**src/rtl/mem_arb_pkg.sv**
```systemverilog
// mem_arb_pkg: shared port IDs, owner record and reset values
// for the I/D memory arbiter.
package mem_arb_pkg;

  typedef enum logic {
    PORT_I = 1'b0,
    PORT_D = 1'b1
  } port_e;

  typedef struct packed {
    logic  valid;
    port_e port;
  } owner_t;

  localparam owner_t OWNER_RST = '{valid: 1'b0, port: PORT_I};
  localparam port_e  PTR_RST   = PORT_D;

  function automatic port_e other_port(input port_e p);
    return (p == PORT_I) ? PORT_D : PORT_I;
  endfunction

endpackage

```
**src/rtl/mem_arb_pick.sv**
```systemverilog
// mem_arb_pick: combinational winner selection, one-hot {D, I}.
// Round-robin when MEM_ARB_RR_EN is defined, else D has priority.
module mem_arb_pick
  import mem_arb_pkg::*;
(
  input  logic       i_req_i,
  input  logic       d_req_i,
  input  port_e      ptr_i,
  output logic [1:0] gnt_o
);

  port_e pri;

`ifdef MEM_ARB_RR_EN
  assign pri = ptr_i;
`else
  logic unused_ptr;
  assign pri        = PORT_D;
  assign unused_ptr = ptr_i;
`endif

  always_comb begin
    gnt_o = 2'b00;
    unique case ({d_req_i, i_req_i})
      2'b11:   gnt_o = (pri == PORT_D) ? 2'b10 : 2'b01;
      2'b10:   gnt_o = 2'b10;
      2'b01:   gnt_o = 2'b01;
      default: gnt_o = 2'b00;
    endcase
  end

endmodule

```
**src/rtl/mem_arbiter.sv**
```systemverilog
// mem_arbiter: shares one word-addressed memory between fetch (I)
// and load/store (D). Round-robin policy with MEM_ARB_RR_EN.
module mem_arbiter
  import mem_arb_pkg::*;
#(
  parameter int ADDR_W    = 32,
  parameter int DATA_W    = 32,
  parameter int MEM_DEPTH = 1024,
  parameter int CNT_W     = 16
) (
  input  logic                         i_clk,
  input  logic                         i_rst,
  input  logic                         i_i_req,
  input  logic [ADDR_W-1:0]            i_i_addr,
  output logic                         o_i_gnt,
  output logic                         o_i_rvalid,
  output logic [DATA_W-1:0]            o_i_rdata,
  input  logic                         i_d_req,
  input  logic                         i_d_wen,
  input  logic [ADDR_W-1:0]            i_d_addr,
  input  logic [DATA_W-1:0]            i_d_wdata,
  output logic                         o_d_gnt,
  output logic                         o_d_rvalid,
  output logic [DATA_W-1:0]            o_d_rdata,
  output logic                         o_m_en,
  output logic                         o_m_wen,
  output logic [$clog2(MEM_DEPTH)-1:0] o_m_addr,
  output logic [DATA_W-1:0]            o_m_wdata,
  input  logic [DATA_W-1:0]            i_m_rdata,
  output logic                         o_err,
  output logic [CNT_W-1:0]             o_conflict_cnt
);

  localparam int AW = $clog2(MEM_DEPTH);
  localparam logic [ADDR_W:0] LIMIT =
    (ADDR_W+1)'(MEM_DEPTH) << 2;

  logic [1:0]        gnt;
  logic              req_i;
  logic              req_d;
  port_e             ptr;
  logic [ADDR_W-1:0] sel_addr;
  logic              any_gnt;
  logic              wr_gnt;
  logic              legal;
  logic              rv;
  owner_t            owner_q, owner_d;
  logic              bad_q, bad_d;
  logic              err_q, err_d;
  logic [CNT_W-1:0]  cnt_q, cnt_d;

  // Nothing is granted while reset is held.
  assign req_i = i_i_req & ~i_rst;
  assign req_d = i_d_req & ~i_rst;

`ifdef MEM_ARB_RR_EN
  port_e ptr_q, ptr_d;

  always_comb begin
    ptr_d = ptr_q;
    if (gnt[0]) ptr_d = PORT_D;
    else if (gnt[1]) ptr_d = PORT_I;
  end

  always_ff @(posedge i_clk) begin
    if (i_rst) ptr_q <= PTR_RST;
    else       ptr_q <= ptr_d;
  end

  assign ptr = ptr_q;
`else
  assign ptr = PTR_RST;
`endif

  mem_arb_pick u_pick (
    .i_req_i (req_i),
    .d_req_i (req_d),
    .ptr_i   (ptr),
    .gnt_o   (gnt)
  );

  assign o_i_gnt = gnt[0];
  assign o_d_gnt = gnt[1];

  always_comb begin
    sel_addr  = gnt[1] ? i_d_addr : i_i_addr;
    any_gnt   = |gnt;
    wr_gnt    = gnt[1] & i_d_wen;
    legal     = ({1'b0, sel_addr} < LIMIT) &&
                (sel_addr[1:0] == 2'b00);
    o_m_en    = any_gnt & legal;
    o_m_wen   = o_m_en & wr_gnt;
    o_m_addr  = o_m_en ? sel_addr[AW+1:2] : '0;
    o_m_wdata = o_m_wen ? i_d_wdata : '0;
    owner_d.valid = any_gnt & ~wr_gnt;
    owner_d.port  = gnt[1] ? PORT_D : PORT_I;
    // Illegal reads still answer, but with zero data.
    bad_d = owner_d.valid & ~legal;
    err_d = err_q | (any_gnt & ~legal);
    cnt_d = cnt_q;
    if (i_i_req && i_d_req && !(&cnt_q))
      cnt_d = cnt_q + 1'b1;
  end

  always_ff @(posedge i_clk) begin
    if (i_rst) begin
      owner_q <= OWNER_RST;
      bad_q   <= 1'b0;
      err_q   <= 1'b0;
      cnt_q   <= '0;
    end else begin
      owner_q <= owner_d;
      bad_q   <= bad_d;
      err_q   <= err_d;
      cnt_q   <= cnt_d;
    end
  end

  assign rv         = owner_q.valid & ~i_rst;
  assign o_i_rvalid = rv & (owner_q.port == PORT_I);
  assign o_d_rvalid = rv & (owner_q.port == PORT_D);
  assign o_i_rdata  = (o_i_rvalid && !bad_q) ? i_m_rdata : '0;
  assign o_d_rdata  = (o_d_rvalid && !bad_q) ? i_m_rdata : '0;

  assign o_err          = err_q;
  assign o_conflict_cnt = cnt_q;

endmodule

```
**config.mk**
```make
export PLATFORM = sky130hd
export DESIGN_NAME = mem_arbiter
export DESIGN_NICKNAME = d
export VERILOG_FILES = /design/src/rtl/mem_arb_pkg.sv /design/src/rtl/mem_arb_pick.sv /design/src/rtl/mem_arbiter.sv
export SDC_FILE = /design/constraint.sdc
export NUM_CORES = 1
export LEC_CHECK = 0
export BUFFER_PORTS_ARGS = -buffer_cell sky130_fd_sc_hd__buf_4
export CAP_MARGIN = 30
export CELL_PAD_IN_SITES_DETAIL_PLACEMENT = 2
export CELL_PAD_IN_SITES_GLOBAL_PLACEMENT = 2
export CORE_ASPECT_RATIO = 0.75
export CORE_MARGIN = 8
export CORE_UTILIZATION = 12
export CTS_CLUSTER_SIZE = 16
export DETAILED_ROUTE_END_ITERATION = 16
export PLACE_DENSITY = 0.78
export SLEW_MARGIN = 20
export SYNTH_ARGS = -nofsm -noshare
export SYNTH_HDL_FRONTEND = slang
export SYNTH_SLANG_ARGS = --single-unit
```
**constraint.sdc**
```tcl
create_clock -name i_clk -period 1.8 [get_ports i_clk]
set_input_delay 0.36 -clock i_clk [delete_from_list [all_inputs] [get_ports i_clk]]
set_output_delay 0.36 -clock i_clk [all_outputs]
set_load 0.005 [all_outputs]
```
* Yosys cells after proc, flatten, opt, wreduce, memory -nomap -nowiden
Cells that the tools add are included.
W data, S select, Z words.
** Storage, ports and cells
- Output and inout port bits :: 129
- Register bits :: 20
- Logic and storage cells :: 44
- Bits of input ports :: 133
** Cells by class
- Equality and inequality tests :: 3
- Reduce and logical (&&, ||, !) cells :: 11
- Muxes and demuxes :: 7
- Add/subtract/negate cells :: 1
- Order comparisons :: 1
- Bitwise operators :: 16
** Operators with widths (count)
- $mux W32 :: 4
- $lt A32 B13 Y1 const B :: 1
- $add A16 B1 Y16 const B :: 1
- $reduce_and A16 Y1 :: 1
- $and A1 B1 Y1 :: 11
- $mux W10 :: 1
- $logic_and A1 B1 Y1 :: 5
- $eq A2 B2 Y1 const B :: 2
- $not A1 Y1 :: 4
- $pmux W2 S2 :: 1
- $reduce_or A2 Y1 :: 2
- $eq A2 B1 Y1 const B :: 1
- $logic_not A1 Y1 :: 2
- $logic_not A2 Y1 :: 1
- $mux W1 :: 1
- $or A1 B1 Y1 :: 1

* Longest topological paths before layout
Gate-level depths: netlist of run 1.
- Depth after elaboration :: 11
- Mapped depth :: 6
- Depth with buffers taken out :: 5

* Cells and area by module
A second synthesis of run 1 with hierarchy kept.
** Second synthesis, totals
- Cell total of the unflattened synthesis :: 277
- Area total of the unflattened synthesis :: 2088.3 µm²
** By module, submodules not included
- mem_arbiter :: seq. area each 400.4 µm², cells each 275, area an instance 2078.2 µm², times used 1
- mem_arb_pick :: seq. area each 0.0 µm², cells each 2, area an instance 10.0 µm², times used 1

* Least setup slack after synthesis of run 1
No wires, ideal clock.
- Path type :: in2out
- Start point :: in i_d_addr[26]
- End point :: out o_m_addr[0]
- Arrival time :: 1505 ps
- Stages on the path :: 5
- Path buffers :: 1
- Required time :: 1440 ps
- Slack :: -65 ps
- Cell sequence :: nor4_1 nand4_1 a221o_1 clkbuf_1 a21oi_1
** Between the ends
- Longest elaborated chain between the ends :: 5
** Ends and longest elaborated chain
- start: declaration :: line mem_arbiter.sv:20 : input logic [ADDR_W-1:0] i_d_addr,
- $mux W32 :: line mem_arbiter.sv:86 : sel_addr = gnt[1] ? i_d_addr : i_i_addr;
- $lt A32 B13 Y1 :: line mem_arbiter.sv:89 : legal = ({1'b0, sel_addr} < LIMIT) &&
- $logic_and A1 B1 Y1 :: line mem_arbiter.sv:89
- $and A1 B1 Y1 :: line mem_arbiter.sv:91 : o_m_en = any_gnt & legal;
- $mux W10 :: line mem_arbiter.sv:93 : o_m_addr = o_m_en ? sel_addr[AW+1:2] : '0;
- end: declaration :: line mem_arbiter.sv:27 : output logic [$clog2(MEM_DEPTH)-1:0] o_m_addr,
Every way passes these cells.

* Worst setup path after layout of run 1
- Start point :: in i_d_addr[27]
- End point :: out o_m_addr[1]
The elaborated chain is that of the path after synthesis.

==> impl_summary.log, run 1 <==
INFO  metric synthCells = ~280
INFO  metric floorplan.initialDensity = 12.16%
INFO  metric drt-pass1-iter-count = 4
INFO  metric final-max-slew-violation-count = 0
INFO  metric clkLatencyLatePin = between 0.2 and 0.3 ns
INFO  metric gp_congestion = 0.8254
INFO  metric synth.largest_area_cell = and2_1
INFO  metric routed_wire_length = 17,130 microns
INFO  metric routed_wire_length_per_instance = between 20 and 25 microns
INFO  metric row_count = 40
INFO  metric ys_seq_elements = 20
INFO  metric critPathArrivalTime = 1.94 ns
INFO  metric routed_via_count = about 3,400
INFO  metric power.static_leakage = between 2 and 3 nW
INFO  metric flow.area_growth_from_synthesis = 204.9%
INFO  metric power.total = ~1.7 mW
INFO  metric cts_tree = yes
INFO  metric grt_usage = between 10% and 20%
INFO  metric die-height = between 100 and 150 microns
INFO  metric layout.cell_area.non_filler = ~6000 sq um
INFO  metric clock-root-buffer = clkbuf_16
INFO  metric final.setup.tns = -23.71 ns
INFO  metric max_clock_freq = approximately 430 MHz
INFO  metric worst_slew_margin_rel = 69.05%
INFO  metric asyncSetResetFlopFracSynth = 0%
INFO  metric io_buffers = between 200 and 300
INFO  metric timing.rr.start = o_conflict_cnt[0]$_SDFFE_PP0P_
INFO  metric antennaDiodeCount = 0
INFO  metric fp.coreArea = ~16,000 sq um
INFO  metric path_class = in -> out
INFO  metric run_status = finished with violations
INFO  metric synth_area_leaders = and2_1 31%, dfxtp_1 21%, a21oi_1 5.7%
INFO  metric ant_nets = 0
INFO  metric placed_area = ~4500 sq um
INFO  metric grt_overflow_total = 0
INFO  metric detail_route.drc_violations = 0
INFO  metric worst_setup_path_endpoint = o_m_addr[1]
INFO  metric startpoint = i_d_addr[27]
INFO  metric vias_per_std_cell = around 4.2
INFO  metric cts_buffers = 3
INFO  metric htree_num_levels = 1
INFO  metric max_slew.worst_pin.slew = about 0.46 ns
INFO  metric violations = setup timing
INFO  metric hold_path_class = in -> reg
INFO  metric drt_iter0_drc = approximately 110
INFO  metric top_level_ports = 262
INFO  metric detailed_place_hpwl = about 13,000 microns
INFO  metric ff2ff_path_depth = 5
INFO  metric hold_path_startpoint = i_d_wen
INFO  metric worst_ir_drop_vdd = between 0.3 and 0.4 mV
INFO  metric first_global_vias = 3,757
INFO  metric report.final.hold_viol_count = 0
INFO  metric synth.distinct_cells = 37
INFO  metric setup_violators_final = 100
INFO  metric fraction_of_final_layout_cells_with_drive_strength_greater_than_1 = approximately 80%
INFO  metric cts_hold_repair.buffers = 0
INFO  metric synth-edff-count = 0
INFO  metric timing.hold.ws = between 0.3 and 0.4 ns
INFO  metric synthDominantCellAreaShare = around 31%
INFO  metric die-area = around 20,000 sq um
INFO  metric largest_fanout_on_the_critical_path = 5
INFO  metric max_cap_violations = 0
INFO  metric timing.final.ws_setup = -0.5025 ns
INFO  metric pre_cts_ws = -0.5378 ns
INFO  metric cts_max_path_buffers = 2
INFO  metric ys_seq_area_share = 20.69%
INFO  metric final_core_utilization = between 30 and 40%
INFO  metric final-instance-count-excl-fill = a little over 800
INFO  metric clkSinkCount = 20
INFO  metric rsz0062_at_grt = true
INFO  metric crit-reg2reg-capture = o_conflict_cnt[14]$_SDFFE_PP0P_
INFO  metric ys_dominant_reg_cell = dfxtp_1
INFO  metric nets = 730
INFO  metric synth.cell_area = 1936 sq um
INFO  metric cp_data_required_time = 1.44 ns
INFO  metric grt_antenna_before_repair = 0
INFO  metric path_clk_slew = 0.06 ns
INFO  metric synth_nets = 417
INFO  metric setup.reg_to_reg.worst_slack = about 0.040 ns
INFO  metric pin_count_of_the_biggest_net_entering_global_routing = 34
INFO  metric placed_cells_incl_taps = between 700 and 800
INFO  metric avgSynthCellArea = approximately 7 sq um
INFO  metric final_worst_clock_skew = approximately 0.0086 ns
INFO  metric layout_worst_path_cycle_share = 127.9%
INFO  metric min_period = roughly 2.3 ns
INFO  metric floorplan.die.width = ~160 microns
INFO  metric pwr_density_cell = ~280 nW/um^2
INFO  metric start_kind = input port
INFO  metric count_of_warnings_emitted_by_yosys = 0
INFO  metric first_pass_grt_wire_length = between 20,000 and 25,000 microns
INFO  metric worst_setup_path_end_kind = output port
==> worst min-delay path by stage <==
stage                                        to  slack, ns  cells after the start
after floorplan                o_err$_SDFF_PP0_       0.46                      2
after global routing      owner_q[1]$_SDFF_PP0_       0.33                      2
after global placement         o_err$_SDFF_PP0_       0.46                      2
final                     owner_q[1]$_SDFF_PP0_       0.32                      2
after detailed placement       o_err$_SDFF_PP0_       0.47                      2
after CTS                 owner_q[1]$_SDFF_PP0_       0.31                      2
==> power by group <==
| group | switching [mW] | leakage (nW) | total [mW] | internal [mW] |
|---|---|---|---|---|
| clock network | 0.193 | 0.0511 | 0.635 | 0.442 |
| logic | 0.209 | 2.56 | 0.568 | 0.359 |
| registers | 0.00919 | 0.164 | 0.460 | 0.451 |
==> synth_stat cells (2+ instances only) <==
| cell type | count |
|---|---|
| o41ai_1 | 2 |
| mux2_2 | 8 |
| inv_1 | 8 |
| a21oi_1 | 22 |
| o31ai_1 | 2 |
| dfxtp_1 | 20 |
| nor2b_1 | 9 |
| nand2_1 | 26 |
| or4_1 | 4 |
| nor2_1 | 14 |
| buf_2 | 3 |
| nor4_1 | 14 |
| clkbuf_1 | 14 |
| and2_1 | 96 |
| nor3_1 | 4 |
| nand2b_1 | 4 |
| and3_1 | 3 |
| nand4_1 | 9 |
| nand3_1 | 3 |
==> metal layers <==
metal | track usage [%] | vias up | wire length (microns) | part of all wire (%)
met1 | 15.40 | 1658 | 6499 | 38
met5 | 0 | - | 0 | 0
met2 | 26.85 | 143 | 9312 | 54
met3 | 3.581 | 4 | 1240 | 7.2
met4 | 2.260 | 0 | 78 | 0.46
li1 | - | 1581 | - | -
==> state kept, by name (all words and copies together) (netlist names) <==
register	flops
bad_q	1
o_err	1
o_conflict_cnt	16
owner_q	2
==> what timing repair did <==
item,CTS,global route
endpoints found under the hold margin,0,0
cloned,5,5
endpoints found under the setup margin,110,113
gates resized for setup,94,163
buffers inserted,11,7
pin swaps,35,71
==> layout by cell type (no fill, tap or decap), types with 3 or more instances in the layout <==
cell type	netlist	layout
nand2_1	26	25
a21oi_1	22	11
a21oi_4	0	3
nor2b_1	9	9
and3_1	3	3
nand4_1	9	9
buf_12	0	8
clkbuf_16	0	8
nor4_2	0	5
dfxtp_1	20	17
a21oi_2	0	8
buf_4	0	190
and2_4	0	95
buf_6	0	118
inv_1	8	5
nor4_4	0	6
or4_1	4	3
mux2_2	8	8
nor4_1	14	3
buf_16	0	4
nor2_1	14	14
==> worst max-delay path, stage by stage <==
cell	delay, ns
buf_6	0.10
nor4_4	0.27
nand4_1	0.19
buf_4	0.18
a221o_2	0.43
clkbuf_16	0.19
a21oi_2	0.10
buf_4	0.12
==> logic make-up after synthesis <==
| family | Yosys count | share of synthesized area (%) |
|---|---|---|
| adders and majority gates | 1 | 0.6463 |
| DFF | 20 | 20.68 |
| and+or+nand+nor | 193 | 57.53 |
| buffers and inverters | 26 | 5.236 |
| muxes | 9 | 5.172 |
| AOI/OAI and AO/OA | 34 | 10.73 |
==> final cells by class <==
cell class / count / area, sq um
fill: 1714 / 10010
sequential: 20 / 409.1
clock buffer: 3 / 75.07
timing repair buffer: 326 / 3166
clock inverter: 1 / 30.03
inverter: 8 / 32.53
tap: 210 / 262.8
multi-input combinational: 237 / 1927
No activity file was read; power rests on OpenSTA's default activity.
==> run 2: changes to the inputs <==
--- a/config.mk
+++ b/config.mk
@@ -7,14 +7,14 @@
 export LEC_CHECK = 0
 export BUFFER_PORTS_ARGS = -buffer_cell sky130_fd_sc_hd__buf_4
 export CAP_MARGIN = 30
-export CELL_PAD_IN_SITES_DETAIL_PLACEMENT = 2
-export CELL_PAD_IN_SITES_GLOBAL_PLACEMENT = 2
+export CELL_PAD_IN_SITES_DETAIL_PLACEMENT = 1
+export CELL_PAD_IN_SITES_GLOBAL_PLACEMENT = 1
 export CORE_ASPECT_RATIO = 0.75
 export CORE_MARGIN = 8
-export CORE_UTILIZATION = 12
+export CORE_UTILIZATION = 20
 export CTS_CLUSTER_SIZE = 16
 export DETAILED_ROUTE_END_ITERATION = 16
-export PLACE_DENSITY = 0.78
+export PLACE_DENSITY = 0.86
 export SLEW_MARGIN = 20
 export SYNTH_ARGS = -nofsm -noshare
 export SYNTH_HDL_FRONTEND = slang
==> constraint.sdc (replaced) <==
create_clock -name i_clk -period 3 [get_ports i_clk]
set_input_delay 0.6 -clock i_clk [delete_from_list [all_inputs] [get_ports i_clk]]
set_output_delay 0.6 -clock i_clk [all_outputs]
set_load 0.005 [all_outputs]
==> run 2 against run 1 <==
  * The flow now finishes without violations
  * Clock-buffer cell count unchanged
  * Final cell count shrank 17%
  * Design area fell by 29%
  * Via count shrank 10%
  * Non-clock buffer count decreased by 56
  * Largest cell class unchanged
  * Utilization is 6.8 points higher
  * Clock power down 41%
  * Sequential share of layout area up 2.6 points
  * Critical path depth shrank 1
  * Die area down 36%
  * Wire length shrank 27%
  * Combinational power decreased by 58%
==> impl_summary.log, run 2 (same netlist as run 1, synthesis figures left out) <==
INFO  metric flow.area_growth_from_synthesis = 116.2%
INFO  metric first_pass_grt_wire_length = between 15,000 and 20,000 microns
INFO  metric hold_path_class = reg -> reg
INFO  metric pwr_density_cell = ~210 nW/um^2
INFO  metric vias_per_std_cell = around 4.5
INFO  metric antennaDiodeCount = 0
INFO  metric worst_setup_path_end_kind = output port
INFO  metric final_worst_clock_skew = ~0.0042 ns
INFO  metric largest_register_ffs = 16
INFO  metric drt_iter0_drc = 81
INFO  metric crit_chain = buf_4 -> nor4_1 -> buf_4 -> nand4_1 -> a221o_2 -> a21oi_1 -> buf_4
INFO  metric worst_slew_margin_rel = 59.29%
INFO  metric pin_count_of_the_biggest_net_entering_global_routing = 34
INFO  metric top_level_ports = 262
INFO  metric detailed_place_hpwl = between 10,000 and 15,000 microns
INFO  metric final.setup.tns = 0 ns
INFO  metric run_status = finished, final reports clean
INFO  metric path_class = in -> out
INFO  metric rsz0062_at_grt = false
INFO  metric worstHoldPathCells = 2
INFO  metric gp_congestion = ~0.88
INFO  metric worst_ir_drop_vdd = 0.1738 mV
INFO  metric cts_tree = yes
INFO  metric hold_path_startpoint = o_err$_SDFF_PP0_
INFO  metric start_kind = input port
INFO  metric drt-pass1-iter-count = 4
INFO  metric final-max-slew-violation-count = 0
INFO  metric fp.coreArea = 9542 sq um
INFO  metric cts_buffers = 3
INFO  metric crit-reg2reg-capture = o_conflict_cnt[0]$_SDFFE_PP0P_
INFO  metric layout_worst_path_cycle_share = between 90% and 100%
INFO  metric grt_usage = 17.47%
INFO  metric routed_wire_length = about 13,000 microns
INFO  metric htree_num_levels = 1
INFO  metric ff2ff_path_depth = 6
INFO  metric path_buf_inv = 3
INFO  metric clkSinkCount = 20
INFO  metric critPathTopFamily = compound AO/OA/AOI/OAI gates
INFO  metric max_slew.worst_pin.slew = slightly above 0.6 ns
INFO  metric timing.critical_path.slowest_stage_cell = a221o_2
INFO  metric row_count = 31
INFO  metric cp_common_cell = buf_4
INFO  metric floorplan.die.width = about 130 microns
INFO  metric setup.reg_to_reg.worst_slack = around 1.1 ns
INFO  metric ant_nets = 0
INFO  metric grt_overflow_total = 0
INFO  metric final_common_cell = buf_4
INFO  metric min_period = 2.813 ns
INFO  metric die-area = 13,110 sq um
INFO  metric routed_via_count = a little over 3,000
INFO  metric cts_hold_repair.buffers = 0
INFO  metric setup_violators_final = 0
INFO  metric largest_fanout_on_the_critical_path = 11
INFO  metric report.final.hold_viol_count = 0
INFO  metric final_core_utilization = between 40% and 50%
INFO  metric critPathArrivalTime = 2.21 ns
INFO  metric floorplan.initialDensity = 20.29%
INFO  metric min_to = o_err$_SDFF_PP0_
INFO  metric nets = ~670
INFO  metric max_cap_violations = 0
INFO  metric grt_antenna_before_repair = 0
INFO  metric routed_wire_length_per_instance = between 15 and 20 microns
INFO  metric first_global_vias = approximately 3,400
INFO  metric fraction_of_final_layout_cells_with_drive_strength_greater_than_1 = 53.62%
INFO  metric clock-root-buffer = clkbuf_16
INFO  metric io_buffers = ~260
INFO  metric timing.rr.start = o_conflict_cnt[0]$_SDFFE_PP0P_
INFO  metric die-height = just over 100 microns
INFO  metric slowest_delay = 0.51 ns
INFO  metric path_clk_slew = around 0.06 ns
INFO  metric power.static_leakage = about 2.2 nW
INFO  metric layout_common_cells = 269 x buf_4, 96 x and2_1, 26 x nand2_1
INFO  metric cts_max_path_buffers = 2
INFO  metric max_clock_freq = around 360 MHz
INFO  metric detail_route.drc_violations = 0
INFO  metric clkLatencyLatePin = between 0.2 and 0.3 ns
INFO  metric cp_data_required_time = between 2 and 2.5 ns
-- run 2: changes by cell type in the layout (fill, tap and decap cells not counted), moves of 8 or more --
cell and delta:
a21oi_1 +11, a21oi_2 -8, and2_1 +95, and2_4 -95
buf_4 +79, buf_6 -118, nor4_1 +11
-- run 2: layout make-up --
class / count / area, sq um
clock buffer: 3 / 75.07
multi-input combinational: 237 / 1445
tap: 132 / 165.2
timing repair buffer: 270 / 2039
fill: 1230 / 5356
inverter: 8 / 30.03
clock inverter: 1 / 30.03
sequential: 20 / 400.4
-- run 2: power by group --
group	switching, mW	internal (mW)	leakage (nW)
clock network	0.109	0.265	0.0511
registers	0.00477	0.271	0.163
logic	0.0831	0.154	1.96
total	0.197	0.690	2.17
-- run 2: worst max path at each step --
| stage | startpoint | to | slack, ns | cells past startpoint |
|---|---|---|---|---|
| after detailed placement | i_i_addr[30] | o_m_addr[7] | 0.17 | 7 |
| after global routing | i_i_addr[30] | o_m_addr[6] | 0.06 | 7 |
| after CTS | i_i_addr[30] | o_m_addr[7] | 0.16 | 7 |
| final | i_i_addr[30] | o_m_addr[2] | 0.19 | 7 |
| after global placement | i_i_addr[30] | o_m_addr[7] | 0.25 | 7 |
| after floorplan | i_d_addr[26] | o_m_addr[0] | 0.66 | 5 |
-- run 2: routing by layer --
| metal | up-vias | track usage, % | share of wire (%) |
|---|---|---|---|
| li1 | 1466 | - | - |
| met2 | 141 | 32.38 | 51 |
| met3 | 16 | 6.312 | 9.6 |
| met1 | 1412 | 18.57 | 37 |
| met4 | 0 | 3.915 | 1.8 |
| met5 | - | 0 | 0 |
-- run 2: worst min-delay path, delay by kind of cell (launching register included) --
family	cells	cell delay, ns
compound gates	1	0.06
buf+inv	1	0.06
flops	1	0.32
-- run 2: per-stage QoR --
stage / power (mW) / cells / area [sq um] / hold slack (ns) / setup slack [ns]
after floorplan: 0.3303 / 283 / 1936 / 0.4563 / 0.6550
after global placement: 0.5130 / 667 / 4079 / 0.4702 / 0.2453
after detailed placement: 0.5209 / 667 / 4079 / 0.4831 / 0.1714
after CTS: 0.8960 / 671 / 4184 / 0.4956 / 0.1595
after global routing: 0.9329 / 671 / 4185 / 0.5141 / 0.05735
final: 0.8871 / 671 / 4185 / 0.4938 / 0.1865
-- run 2: repair_timing --
item / 4_1_cts / 5_1_grt
gates resized for setup: 0 / 1
setup endpoints to repair: 0 / 1
buffers inserted: 0 / 0
hold endpoints to repair: 0 / 0
